File: src/rtl/linefill_engine_pkg.sv
// Shared types and constants for the cache line-fill / writeback engine.
// Holds the bus FSM state encoding and the default line geometry.
// No logic lives here; every engine file imports this package.
package linefill_engine_pkg;

    // Bus-side FSM states: waiting for a request, moving beats, one-cycle cooldown.
    typedef enum logic [1:0] {
        STATE_IDLE  = 2'd0,
        STATE_BURST = 2'd1,
        STATE_DONE  = 2'd2
    } busstate_t;

    localparam int DEF_BEATLEN  = 64;
    localparam int BEATSPERLINE = 8;
    localparam int DEF_LINELEN  = BEATSPERLINE * DEF_BEATLEN;

    // Beats needed to move one cache line over the bus.
    function automatic int beats_per_line(input int linelen, input int beatlen);
        return linelen / beatlen;
    endfunction

endpackage

File: src/rtl/linefill_engine_beatcounter.sv
// Beat index counter for one line burst; wraps to zero after the last beat.
// Latency: Count updates one cycle after En; Last is combinational from Count.
// Backpressure: none, En is the bus-accept strobe; Clear holds the count at zero.
// Ports: clk, reset (sync, active-high), Clear, En, Count (beat index), Last (final beat).
module linefill_engine_beatcounter #(
    parameter int WIDTH = 3
) (
    input  logic             clk,
    input  logic             reset,
    input  logic             Clear,
    input  logic             En,
    output logic [WIDTH-1:0] Count,
    output logic             Last
);

    logic [WIDTH-1:0] count_q;

    // Beats per line is a power of two, so natural overflow gives the wrap.
    always_ff @(posedge clk) begin
        if (reset || Clear) begin
            count_q <= '0;
        end else if (En) begin
            count_q <= count_q + WIDTH'(1);
        end
    end

    assign Count = count_q;
    assign Last  = &count_q;

endmodule

File: src/rtl/linefill_engine.sv
// Cache line fill / writeback engine: turns one line request into a beat burst.
// Latency: burst starts the cycle after a request in IDLE; ack on the last accepted beat.
// Backpressure: BusValid/BusAdr hold until BusReady; any number of wait states allowed.
// Ports: cache side (CacheBusRW/Adr, ReadDataWord, CacheBusAck, SelBusBeat, BeatCount,
// FetchBuffer, BusCommitted), bus side (BusValid/Write/Adr/WData, BusReady, BusRData).
module linefill_engine
    import linefill_engine_pkg::*;
#(
    parameter int PA_BITS = 56,
    parameter int LINELEN = DEF_LINELEN,
    parameter int BEATLEN = DEF_BEATLEN,
    parameter int LOGBWPL = $clog2(LINELEN / BEATLEN)
) (
    input  logic               clk,
    input  logic               reset,
    input  logic               Stall,
    input  logic               FlushStage,
    input  logic [1:0]         CacheBusRW,
    input  logic [PA_BITS-1:0] CacheBusAdr,
    input  logic [BEATLEN-1:0] ReadDataWord,
    output logic               CacheBusAck,
    output logic               SelBusBeat,
    output logic [LOGBWPL-1:0] BeatCount,
    output logic [LINELEN-1:0] FetchBuffer,
    output logic               BusCommitted,
    output logic               BusValid,
    output logic               BusWrite,
    output logic [PA_BITS-1:0] BusAdr,
    output logic [BEATLEN-1:0] BusWData,
    input  logic               BusReady,
    input  logic [BEATLEN-1:0] BusRData
);

    localparam int NBEATS  = beats_per_line(LINELEN, BEATLEN);
    localparam int LINEOFF = $clog2(LINELEN / 8);
    localparam int BEATOFF = $clog2(BEATLEN / 8);

    busstate_t                state_q, state_d;
    logic                     write_q, write_d;
    logic [PA_BITS-1:LINEOFF] line_q, line_d;

    logic in_burst;
    logic last_beat;
    logic beat_accept;
    logic rd_beat;

    // Stall only matters to the requesting stage; the burst itself never waits on it.
    logic unused_ok;
    assign unused_ok = &{1'b0, Stall, CacheBusAdr[LINEOFF-1:0]};

    assign in_burst    = (state_q == STATE_BURST);
    assign beat_accept = in_burst & BusReady;
    assign rd_beat     = beat_accept & ~write_q;

    linefill_engine_beatcounter #(
        .WIDTH(LOGBWPL)
    ) u_beatcounter (
        .clk  (clk),
        .reset(reset),
        .Clear(~in_burst),
        .En   (beat_accept),
        .Count(BeatCount),
        .Last (last_beat)
    );

    always_ff @(posedge clk) begin
        if (reset) begin
            state_q <= STATE_IDLE;
            write_q <= 1'b0;
            line_q  <= '0;
        end else begin
            state_q <= state_d;
            write_q <= write_d;
            line_q  <= line_d;
        end
    end

    always_comb begin
        state_d     = state_q;
        write_d     = write_q;
        line_d      = line_q;
        CacheBusAck = 1'b0;
        unique case (state_q)
            STATE_IDLE: begin
                // A flushed stage must not launch a burst; 2'b11 falls through as a fetch.
                if ((CacheBusRW != 2'b00) && !FlushStage) begin
                    state_d = STATE_BURST;
                    write_d = (CacheBusRW == 2'b01);
                    line_d  = CacheBusAdr[PA_BITS-1:LINEOFF];
                end
            end
            STATE_BURST: begin
                if (BusReady && last_beat) begin
                    CacheBusAck = 1'b1;
                    state_d     = STATE_DONE;
                end
            end
            STATE_DONE: begin
                // The cache still shows its old request here; ignoring it prevents a replay.
                state_d = STATE_IDLE;
            end
            default: begin
                state_d = STATE_IDLE;
            end
        endcase
    end

    assign SelBusBeat   = in_burst & write_q;
    assign BusCommitted = (state_q != STATE_IDLE);
    assign BusValid     = in_burst;
    assign BusWrite     = in_burst & write_q;
    assign BusAdr       = {line_q, BeatCount, {BEATOFF{1'b0}}};
    assign BusWData     = SelBusBeat ? ReadDataWord : '0;

    // One enable-gated register slice per beat; only the addressed slice loads.
    for (genvar b = 0; b < NBEATS; b++) begin : g_slice
        logic               slice_en;
        logic [BEATLEN-1:0] slice_q;

        assign slice_en = rd_beat & (BeatCount == LOGBWPL'(b));

        always_ff @(posedge clk) begin
            if (reset) begin
                slice_q <= '0;
            end else if (slice_en) begin
                slice_q <= BusRData;
            end
        end

        assign FetchBuffer[b*BEATLEN +: BEATLEN] = slice_q;
    end

endmodule
File: config.mk
export PLATFORM = sky130hd
export DESIGN_NAME = linefill_engine
export DESIGN_NICKNAME = d
export VERILOG_FILES = /design/src/rtl/linefill_engine_pkg.sv /design/src/rtl/linefill_engine_beatcounter.sv /design/src/rtl/linefill_engine.sv
export SDC_FILE = /design/constraint.sdc
export NUM_CORES = 1
export LEC_CHECK = 0
export ABC_AREA = 1
export CAP_MARGIN = 0
export CORE_AREA = 2 2 326 328
export CTS_CLUSTER_DIAMETER = 60
export DETAILED_ROUTE_END_ITERATION = 8
export DIE_AREA = 0 0 328 330
export PLACE_DENSITY = 0.51
export SLEW_MARGIN = 20
export SYNTH_ARGS = -nofsm -noshare
export SYNTH_HDL_FRONTEND = slang
export SYNTH_SLANG_ARGS = --single-unit
File: constraint.sdc
create_clock -name clk -period 3.3 [get_ports clk]
set_input_delay 0.495 -clock clk [delete_from_list [all_inputs] [get_ports clk]]
set_output_delay 0.495 -clock clk [all_outputs]
set_load 0.03 [all_outputs]
==> impl_metrics.toml <==
[run_status]
status = "complete, no violations"

[critical_path]
rr_worst_depth = 8
arrival_ns = 2.66
timing.rr.end = "g_slice[7].slice_q[57]"
path_class = "flop to output port"
crit_path_max_fanout = 36
reg2reg_from = "u_beatcounter.Count[0]"
rrSetupSlack_ns = 0.66
cp.required_ns = 2.80
critPathCaptureType = "output port"
worstSetupStartpointType = "flop"
crit_path_start = "state_q[0]"

[floorplan]
rows = 119
dieArea_mm2 = 0.108
initial_core_util_pct = 22.5
chipHeight_um = 330
die_w_um = 328
ios = 831
core_mm2 = 0.105

[yosys]
syn-instance-count = 3378
ys_ff_latch = 568
yosysSeqAreaShare_pct = 48.2
synthTopCellsByArea = "dfxtp_1, nand2_1, nand3_1, a21oi_1, nor2_1"
ys_warn_count = 0
synth_top_area_share_pct = 48.2
syn_area_mm2 = 0.0236
yosysTopAreaCell = "dfxtp_1"
yosysUniqueCellTypes = 22
avgSynthCellArea_um2 = 6.98

[clocking]
clock_latency_ns = 0.64
cts_sinks = 568
htreeDepth = 3
clockBufferDepth = 3
numCtsBuffers = 75
cts_tree = "yes"
post_cts_buffers = 0
cts_resized = 1
hold_buffers = 0
path_clk_slew_ns = 0.06
clock_tree.root_cell = "clkbuf_16"

[job]
maxCapViolCount = 0

[min_path]
hold_depth = 4
hold_class = "primary input to flop"
min_from = "reset"
hold_end = "g_slice[4].slice_q[2]"

[finish]
final_common_cell = "clkdlybuf4s50_1"
final_cell_mix = "clkdlybuf4s50_1, nand2_1, dfxtp_1"
layout-drive-gt1-share_pct = 5.02
layout.nets = 4248
syn_to_final_growth_pct = 51.0

[drt]
drtAntennaViolNets = 0
drc_errors = 0
via_per_inst = 4.41
first_pass_iters = 5
avgRoutedWirePerCell_um = 19.8
routed_wl_um = 109000
initialDrtViolationCount = 1849
num_vias = 24200

[grt]
grt_usage_pct = 19.2
antenna_found_initial = 9
gr-total-overflow = 0
grt_max_degree = 116
grt_pass1_wl_um = 155000
grt_pass1_vias = 21900

[place]
gp_congestion = 0.909
port_buffers = 820
dp_hpwl_um = 76900

[timing]
drv_slew = 0
hold_violations = 0
skew_ns = 0.0221
hold_ws_ns = 0.331
finalSetupViolations = 0
fin_crit_sh_pct = 95.6
max_freq_ghz = 0.317
final.min_clock_period_ns = 3.16
tightest_slew_ns = 0.848
slew_headroom_pct = 43.3

[power]
power_mw = 17.0
peakVddDrop_mv = 0.356
p_leak_nw = 14.1
power.density_mw_per_mm2 = 477
[worst max-delay path by stage]
stage / to / cells after the start
floorplan: BusWData[10] / 5
global placement: BusWData[48] / 7
detailed placement: g_slice[7].slice_q[12] / 7
CTS: BusWData[34] / 6
global route: BusWData[61] / 6
finish: BusWData[7] / 6
[critical path, stage by stage (launching register included)]
cell	delay, ns
dfxtp_1	0.38
nand2_1	0.13
nor2_1	0.24
inv_4	0.24
buf_12	0.24
nor2_1	0.09
clkdlybuf4s50_1	0.70
[synthesized netlist by cell type]
library cell and n:
dfxtp_1 568, buf_6 2, a31oi_1 1, clkbuf_1 88, buf_2 95, inv_2 2
nand4_2 1, buf_1 67, nand3_1 514, nor2_2 2, nand4_1 1, a211oi_1 1
buf_4 45, conb_1 1, nand3_2 1, nand2_1 688, inv_1 273, nor2_1 520
a21oi_1 500, o211ai_1 1, ha_1 6, clkinv_1 1
[layer usage]
layer  routed length (um)  vias up  GRT usage, %  share of wire [%]
met5                   13        -             0              0.012
met4                 1890        2          4.21                1.7
met3                 9410      111          6.49                8.6
met2                48200      785          29.3                 44
met1                49600    11300          26.2                 45
li1                     -    12100             -                  -
[power breakdown]
group | leakage [nW] | internal [mW] | switching [mW] | total [mW]
Clock | 1.20 | 4.94 | 3.26 | 8.20
Combinational | 8.32 | 0.617 | 1.14 | 1.76
Sequential | 4.59 | 6.96 | 0.0580 | 7.02
Total | 14.1 | 12.5 | 4.45 | 17.0
[cells by family (layout without fill, tap and decap cells)]
kind of cell,after synthesis,after routing,synth area share [%]
adders and majority gates,6,6,0.318
and+or+nand+nor,1727,1727,30.3
DFF,568,568,48.2
other,1,10,0.0159
AOI/OAI and AO/OA,503,503,10.7
buffers and inverters,573,1295,10.4
[final cells by class]
class | instances | area, um2
fillers | 11200 | 69100
flip-flops and latches | 568 | 11400
multi-input cells | 2239 | 9830
repair buffers | 891 | 9140
clock buffers | 103 | 2140
well taps | 1391 | 1740
inverters | 276 | 1060
clock inverters | 25 | 315
diodes | 7 | 17.5
[state kept, by name, summed over array words and instances, names as in the netlist]
register	count
state_q	2
line_q	50
g_slice.slice_q	512
u_beatcounter.Count	3
write_q	1
[through the flow]
step	setup TNS [ns]	util (%)	cells	setup WS, ns	cell area, um2
after floorplan	0	-	3380	1.05	23600
after global placement	0	31.6	5365	0.617	33100
after detailed placement	0	31.6	5365	0.612	33100
after CTS	0	34.0	5493	0.0497	35500
after global routing	-0.000489	34.0	5496	-0.000489	35600
final	0	34.0	5500	0.144	35600
Power figures use the tool's default switching activity.
